## config.mk

```make
export PLATFORM = sky130hd
export DESIGN_NAME = adder_seq_ctrl
export DESIGN_NICKNAME = d
export VERILOG_FILES = /design/src/rtl/adder_seq_pkg.sv /design/src/rtl/adder_seq_ctrl.sv
export SDC_FILE = /design/constraint.sdc
export NUM_CORES = 1
export LEC_CHECK = 0
export CORE_ASPECT_RATIO = 0.7
export CORE_UTILIZATION = 45
export CTS_BUF_LIST = sky130_fd_sc_hd__clkbuf_8
export CTS_CLUSTER_DIAMETER = 120
export DETAILED_ROUTE_END_ITERATION = 8
export MAX_ROUTING_LAYER = met4
export PLACE_DENSITY = 0.77
export SLEW_MARGIN = 20
export SYNTH_ARGS = -nofsm -noshare
export SYNTH_HDL_FRONTEND = slang
export SYNTH_SLANG_ARGS = --single-unit
```

## constraint.sdc

```tcl
create_clock -name clk -period 1.87 [get_ports clk]
set_input_delay 0.187 -clock clk [delete_from_list [all_inputs] [get_ports clk]]
set_output_delay 0.187 -clock clk [all_outputs]
set_load 0.01 [all_outputs]
```

## src/rtl/adder_seq_pkg.sv

```systemverilog
// Shared types and constants for the multi-precision add/subtract sequencer.
// The optional carry-in feature (ADDER_SEQ_CARRY_IN_EN) is handled in the top.
package adder_seq_pkg;

    localparam int LIMB_W = 8;

    localparam logic OP_ADD = 1'b0;
    localparam logic OP_SUB = 1'b1;

    typedef enum logic [1:0] {
        IDLE = 2'd0,
        RUN  = 2'd1,
        DONE = 2'd2
    } state_t;

    // Width of the limb index; never narrower than one bit.
    function automatic int idx_width(input int nbytes);
        return (nbytes > 1) ? $clog2(nbytes) : 1;
    endfunction

endpackage

```

## src/rtl/adder_seq_ctrl.sv

```systemverilog
// Sequences one shared 8-bit adder over NBYTES cycles to build a wide add/sub with C/V/Z/N.
// Optional macro ADDER_SEQ_CARRY_IN_EN adds cin_ext for ADC/SBB behaviour.
module adder_seq_ctrl
    import adder_seq_pkg::*;
#(
    parameter int NBYTES = 4
) (
    input  logic                       clk,
    input  logic                       rst,
`ifdef ADDER_SEQ_CARRY_IN_EN
    input  logic                       cin_ext,
`endif
    input  logic                       start,
    input  logic                       op_sub,
    input  logic [8*NBYTES-1:0]        opa,
    input  logic [8*NBYTES-1:0]        opb,
    output logic                       busy,
    output logic                       done,
    output logic [8*NBYTES-1:0]        result,
    output logic                       flag_c,
    output logic                       flag_v,
    output logic                       flag_z,
    output logic                       flag_n,
    output logic [7:0]                 add_a,
    output logic [7:0]                 add_b,
    output logic                       add_cin,
    input  logic [7:0]                 add_sum,
    input  logic                       add_cout,
    input  logic                       add_cin_msb
);

    localparam int W     = LIMB_W * NBYTES;
    localparam int IDX_W = idx_width(NBYTES);
    localparam logic [IDX_W-1:0] LAST_IDX = IDX_W'(NBYTES - 1);

    state_t           state_r;
    logic [W-1:0]     a_sh_r;
    logic [W-1:0]     b_sh_r;
    logic [W-1:0]     result_r;
    logic [IDX_W-1:0] idx_r;
    logic             busy_r;
    logic             done_r;
    logic             flag_c_r;
    logic             flag_v_r;
    logic             flag_z_r;
    logic             flag_n_r;
    logic [7:0]       add_a_r;
    logic [7:0]       add_b_r;
    logic             add_cin_r;

    logic [W-1:0]     b_in_s;
    logic             cin0_s;
    logic [W-1:0]     res_next_s;

    // Operand B conditioning and initial carry for a newly accepted request.
    always_comb begin
        b_in_s = {W{1'b0}};
        cin0_s = 1'b0;
        if (op_sub == OP_SUB) begin
            b_in_s = ~opb;
        end else begin
            b_in_s = opb;
        end
`ifdef ADDER_SEQ_CARRY_IN_EN
        cin0_s = op_sub ^ cin_ext;
`else
        cin0_s = op_sub;
`endif
    end

    // Result with the current adder sum merged into limb idx; lets Z/N be ready on done.
    always_comb begin
        res_next_s = result_r;
        for (int k = 0; k < NBYTES; k++) begin
            if (idx_r == IDX_W'(k)) begin
                res_next_s[k*LIMB_W +: LIMB_W] = add_sum;
            end else begin
                res_next_s[k*LIMB_W +: LIMB_W] = result_r[k*LIMB_W +: LIMB_W];
            end
        end
    end

    // Sequencer FSM with all outputs registered.
    always_ff @(posedge clk) begin
        if (rst) begin
            state_r   <= IDLE;
            a_sh_r    <= {W{1'b0}};
            b_sh_r    <= {W{1'b0}};
            result_r  <= {W{1'b0}};
            idx_r     <= {IDX_W{1'b0}};
            busy_r    <= 1'b0;
            done_r    <= 1'b0;
            flag_c_r  <= 1'b0;
            flag_v_r  <= 1'b0;
            flag_z_r  <= 1'b0;
            flag_n_r  <= 1'b0;
            add_a_r   <= 8'h00;
            add_b_r   <= 8'h00;
            add_cin_r <= 1'b0;
        end else begin
            case (state_r)
                IDLE: begin
                    done_r <= 1'b0;
                    if (start) begin
                        // Limb 0 goes straight to the adder registers; the rest wait in the shifters.
                        add_a_r   <= opa[LIMB_W-1:0];
                        add_b_r   <= b_in_s[LIMB_W-1:0];
                        add_cin_r <= cin0_s;
                        a_sh_r    <= opa >> LIMB_W;
                        b_sh_r    <= b_in_s >> LIMB_W;
                        idx_r     <= {IDX_W{1'b0}};
                        busy_r    <= 1'b1;
                        state_r   <= RUN;
                    end else begin
                        busy_r    <= 1'b0;
                        add_a_r   <= 8'h00;
                        add_b_r   <= 8'h00;
                        add_cin_r <= 1'b0;
                    end
                end
                RUN: begin
                    result_r <= res_next_s;
                    if (idx_r == LAST_IDX) begin
                        flag_c_r  <= add_cout;
                        flag_v_r  <= add_cout ^ add_cin_msb;
                        flag_z_r  <= (res_next_s == {W{1'b0}});
                        flag_n_r  <= res_next_s[W-1];
                        done_r    <= 1'b1;
                        idx_r     <= {IDX_W{1'b0}};
                        add_a_r   <= 8'h00;
                        add_b_r   <= 8'h00;
                        add_cin_r <= 1'b0;
                        state_r   <= DONE;
                    end else begin
                        add_a_r   <= a_sh_r[LIMB_W-1:0];
                        add_b_r   <= b_sh_r[LIMB_W-1:0];
                        add_cin_r <= add_cout;
                        a_sh_r    <= a_sh_r >> LIMB_W;
                        b_sh_r    <= b_sh_r >> LIMB_W;
                        idx_r     <= idx_r + IDX_W'(1);
                    end
                end
                DONE: begin
                    done_r  <= 1'b0;
                    busy_r  <= 1'b0;
                    state_r <= IDLE;
                end
                default: begin
                    state_r   <= IDLE;
                    busy_r    <= 1'b0;
                    done_r    <= 1'b0;
                    idx_r     <= {IDX_W{1'b0}};
                    add_a_r   <= 8'h00;
                    add_b_r   <= 8'h00;
                    add_cin_r <= 1'b0;
                end
            endcase
        end
    end

    assign busy    = busy_r;
    assign done    = done_r;
    assign result  = result_r;
    assign flag_c  = flag_c_r;
    assign flag_v  = flag_v_r;
    assign flag_z  = flag_z_r;
    assign flag_n  = flag_n_r;
    assign add_a   = add_a_r;
    assign add_b   = add_b_r;
    assign add_cin = add_cin_r;

endmodule

```

# == Word-level counts from Yosys, hierarchy flattened ==
# Index checks and enable logic that the tools add are counted.
# word_totals
out_inout_bits,55
ff_bits,123
in_bits,78
word_cells,64
# classes
n_mux,28
bitwise,4
eq_ne,8
add_sub_neg,1
n_reduce_logical,9
# op_table
operator,n
$mux W32,5
$pmux W32 S2,2
$mux W8,8
$pmux W8 S3,2
$logic_not A32 Y1,1
$not A32 Y32,1
$mux W2,4
$eq A2 B2 Y1 const B,3
$ne A2 B2 Y1 const B,3
$pmux W2 S3,1
$reduce_and A2 Y1,3
$eq A2 B1 Y1 const B,2
$logic_not A2 Y1,2
$pmux W2 S2,1
$mux W1,3
$pmux W1 S3,1
$reduce_and A3 Y1,1
$add A2 B1 Y2 const B,1
$not A1 Y1,2
$pmux W1 S2,1
$reduce_bool A2 Y1,1
$reduce_or A2 Y1,1
$xor A1 B1 Y1,1

# == Longest topological paths before layout ==
# Gate-level depths: netlist of run 1.
# logic_depth
ltp_word,4
ltp_mapped,7
mapped_depth_nobuf,6

# == Least setup slack after synthesis of run 1 ==
# No wires, ideal clock.
# synth_path
path_type,reg2reg
start,register idx_r[0]
end,register flag_z_r (netlist: flag_z)
path_slack_ns,0.330
setup_time_ns,0.069
stages_incl_launch_ff,8
arrival_time_ns,1.471
period_less_slack_ns,1.540
cell_sequence,dfxtp_1 > inv_1 > ha_1 > buf_2 > o21bai_1 > nand4_1 > or4_1 > o21ai_1
# synth_between
elab_chain_cells,3
word_cells_on_any_way,10
# synth_lines
item,line_no,text
from (decl),adder_seq_ctrl.sv:40,logic [IDX_W-1:0] idx_r;
from (signal assigned),adder_seq_ctrl.sv:90,idx_r <= {IDX_W{1'b0}};
from (signal assigned),adder_seq_ctrl.sv:111,idx_r <= {IDX_W{1'b0}};
from (signal assigned),adder_seq_ctrl.sv:129,idx_r <= {IDX_W{1'b0}};
"$eq A2 B1 Y1, or another cell as far along",adder_seq_ctrl.sv:75,if (idx_r == IDX_W'(k)) begin
$mux W8,adder_seq_ctrl.sv:75,
$logic_not A32 Y1,adder_seq_ctrl.sv:126,flag_z_r <= (res_next_s == {W{1'b0}});
to (signal assigned),adder_seq_ctrl.sv:126,
to (decl),adder_seq_ctrl.sv:45,logic flag_z_r;
# Several ways; a longest one is shown, not always the timed one.
# A chain may end at the register's enable or synchronous reset.

# == Worst setup path after layout of run 1 ==
# layout_path
start,register idx_r[0]
end,register b_sh_r[21]
# layout_between
elab_chain_cells,3
# layout_lines
item,line_no,text
$eq A2 B2 Y1,adder_seq_ctrl.sv:123,if (idx_r == LAST_IDX) begin
$ne A2 B2 Y1 (no source line),n/a,
$reduce_and A3 Y1 (no source line),n/a,
to (signal assigned),adder_seq_ctrl.sv:88,b_sh_r <= {W{1'b0}};
to (signal assigned),adder_seq_ctrl.sv:110,b_sh_r <= b_in_s >> LIMB_W;
to (signal assigned),adder_seq_ctrl.sv:139,b_sh_r <= b_sh_r >> LIMB_W;
to (decl),adder_seq_ctrl.sv:38,logic [W-1:0] b_sh_r;
# No other way between the ends.

==> impl_metrics.py, run 1 <==
metrics = {
    "cts": {
        "cts_root_buffer": "clkbuf_8",
        "cts_tree": "built",
        "clockBufferDepth": 2,
        "cts_max_level": 3,
        "cts_buffers": 9,
        "insertion_delay_ps": 360,
        "clkSinkCount": 107,
        "clk_pin_slew_ps": 100,
    },
    "synthesis": {
        "yosys_most_used_dff": "dfxtp_1",
        "ys_warn_count": 0,
        "synth_seq_area_share": 0.484,
        "synth-edff-count": 0,
        "syn_area_per_cell_um2": 8.70,
        "synth-seq-cells": 107,
        "syn_nets": 591,
        "synth_cell_types": 36,
        "netlist_instances": 509,
        "synth.cell_area_um2": 4430,
        "async_reset_ff_frac": 0,
    },
    "sta": {
        "period_share": 0.939,
        "relSlewSlack": 0.510,
        "fmax_mhz": 570,
        "slew_violations": 0,
        "holdWs_ps": 112,
        "min_period_ps": 1760,
        "fin_worst_skew_ps": 9.97,
        "tightest_slew_ps": 731,
        "hold_viol": 0,
        "final.setup.tns_ps": 0,
        "final-setup-viol-count": 0,
        "rsz0062_at_grt": "false",
    },
    "cells_and_area": {
        "n_antenna_cell": 0,
        "fillCellCount": 808,
        "final_common_cell": "clkdlybuf4s50_1",
        "final_cell_mix": "130 x clkdlybuf4s50_1, 107 x dfxtp_1, 92 x nand2_1, 68 x a21oi_1, 32 x nor2_1",
        "utilization": 0.663,
        "drive_gt1_frac": 0.0788,
        "area_growth_syn_to_layout_pct": 39.1,
        "final_nets": 724,
    },
    "detailed_routing": {
        "route.detailed.drc": 0,
        "wl_per_cell_um": 14.9,
        "vias": 4022,
        "met3_length_um": 992,
        "drt-met1-wl_um": 5460,
        "top_layer_used": "met4",
        "ant_nets": 0,
        "routed_wl_um": 11500,
        "drt_iter0_drc": 340,
        "viasPerCell": 5.22,
        "dr.pass1.iters": 5,
        "wl_met2_um": 5000,
    },
    "outcome": {
        "status": "complete, no violations",
    },
    "global_routing": {
        "antenna_found_initial": 0,
        "grt_max_degree": 49,
        "grt_pass1_vias": 3700,
        "grt_first_pass_wirelength_um": 18300,
        "track_usage": 0.231,
        "overflow": 0,
    },
    "min_path": {
        "min_to": "add_a[0]$_SDFFE_PP0P_",
        "worstHoldPathType": "in -> reg",
        "hold_depth": 2,
        "worstHoldStart": "rst",
    },
    "worst_setup_path": {
        "end_kind": "flip-flop",
        "r2r_end": "b_sh_r[21]$_SDFFE_PP0P_",
        "rr_startpoint": "idx_r[0]$_SDFFE_PP0P_",
        "rr_worst_depth": 5,
        "crit_arrival_ps": 2060,
        "critPathMaxFanout": 11,
        "timing_worst_setup_path_type": "reg -> reg",
        "regToRegSetupSlack_ps": 110,
        "worstPathRequired_ps": 2180,
        "startpoint_type": "flip-flop",
    },
    "floorplan": {
        "die_y_um": 85.0,
        "row_count": 29,
        "dieArea_um2": 10200,
        "core_area_um2": 9290,
        "start_util": 0.477,
        "pin_count": 133,
        "die_w_um": 121,
    },
    "placed_design": {
        "place_congestion": 0.834,
        "io_buffer_count": 132,
        "dp_hpwl_um": 8310,
    },
    "power": {
        "leakagePower_uw": 0.00227,
        "ir_drop_mv": 0.454,
        "power.total_uw": 4810,
        "power_density_nw_per_um2": 781,
    },
    "job": {
        "max-cap-violations": 0,
    },
}
==> cells in the mapped netlist, types with 5 or more instances <==
library cell	count	area, um2
nand3_1	19	95.1
mux2i_1	22	220
a21oi_1	68	340
nor4_1	5	31.3
buf_2	17	85.1
nand2_1	92	345
xnor2_1	17	149
a22oi_1	20	150
dfxtp_1	107	2140
a22o_1	13	114
nor2_1	32	120
o21ai_1	30	150
xor2_1	16	140
clkbuf_1	14	52.6
==> where the power goes <==
part | leakage (uW) | internal (uW) | switching (uW)
Combinational | 0.00128 | 438 | 398
Sequential | 0.000874 | 2410 | 80.1
Clock | 0.000111 | 684 | 801
==> final cells by class <==
class | count | area (um2) | share of cell area
clock inverter | 6 | 78.8 | 0.0128
tap | 124 | 155 | 0.0252
sequential | 107 | 2140 | 0.348
inverter | 4 | 15.0 | 0.00244
timing repair buffer | 157 | 1520 | 0.247
clock buffer | 10 | 138 | 0.0223
multi-input combinational | 363 | 2110 | 0.342
==> through the flow <==
stage | cell area [um2] | setup WS [ps] | instances
finish | 6160 | 114 | 771
global route | 6160 | 36.4 | 771
CTS | 6130 | 83.5 | 768
detailed placement | 5910 | -130 | 752
global placement | 5910 | -72.8 | 752
floorplan | 4430 | 330 | 509
==> what timing repair did <==
| item | CTS | global route |
|---|---|---|
| endpoints found under the setup margin | 0 | 25 |
| resized for setup | 0 | 2 |
| hold buffers | 0 | 0 |
| buffers inserted | 0 | 1 |
==> worst max-delay path, cell delays in order, from the launching register on <==
cell	delay, ps
dfxtp_1	380
ha_1	240
nor3b_4	70
buf_4	150
nor3_2	620
a22o_1	240
==> state kept, by name (all words and copies together) (netlist names) <==
name and count:
b_sh_r 24, add_a 8, state_r 2, flag_n 1, add_b 8, flag_z 1
a_sh_r 24, flag_v 1, done 1, add_cin 1, idx_r 2, result 32
flag_c 1, busy 1
==> per-layer routing <==
layer  up-vias  track usage
li1       2018            -
met1      1863        0.325
met4         0       0.0370
met2       134        0.336
met5         -            -
met3         7       0.0625
==> cells by family after synthesis <==
| logic type | Yosys count | synth area share |
|---|---|---|
| XOR/XNOR | 33 | 0.0653 |
| flip-flops | 107 | 0.484 |
| buffers and inverters | 41 | 0.0472 |
| AND/OR/NAND/NOR | 163 | 0.161 |
| adder cells (fa/ha/maj) | 4 | 0.0113 |
| multiplexers | 22 | 0.0497 |
| AO/OA/AOI/OAI | 139 | 0.182 |
==> worst max path at each step <==
stage                          startpoint                       to  cells after the start
floorplan           idx_r[0]$_SDFFE_PP0P_      flag_z$_SDFFE_PP0P_                      7
global placement                    start  a_sh_r[13]$_SDFFE_PP0P_                      6
detailed placement                  start   a_sh_r[0]$_SDFFE_PP0P_                      6
CTS                 idx_r[0]$_SDFFE_PP0P_   a_sh_r[0]$_SDFFE_PP0P_                      6
global route        idx_r[0]$_SDFFE_PP0P_  b_sh_r[21]$_SDFFE_PP0P_                      5
finish              idx_r[0]$_SDFFE_PP0P_  b_sh_r[21]$_SDFFE_PP0P_                      5
Note: power is estimated with default switching activity, not from simulation.
==> run 2, diff against run 1 <==
--- a/config.mk
+++ b/config.mk
@@ -9,6 +9,7 @@
 export CORE_UTILIZATION = 45
 export CTS_BUF_LIST = sky130_fd_sc_hd__clkbuf_8
 export CTS_CLUSTER_DIAMETER = 120
+export CTS_CLUSTER_SIZE = 28
 export DETAILED_ROUTE_END_ITERATION = 8
 export MAX_ROUTING_LAYER = met4
 export PLACE_DENSITY = 0.77
==> results of run 2 <==
Final layout, timing and power as in run 1 (identical DEF).
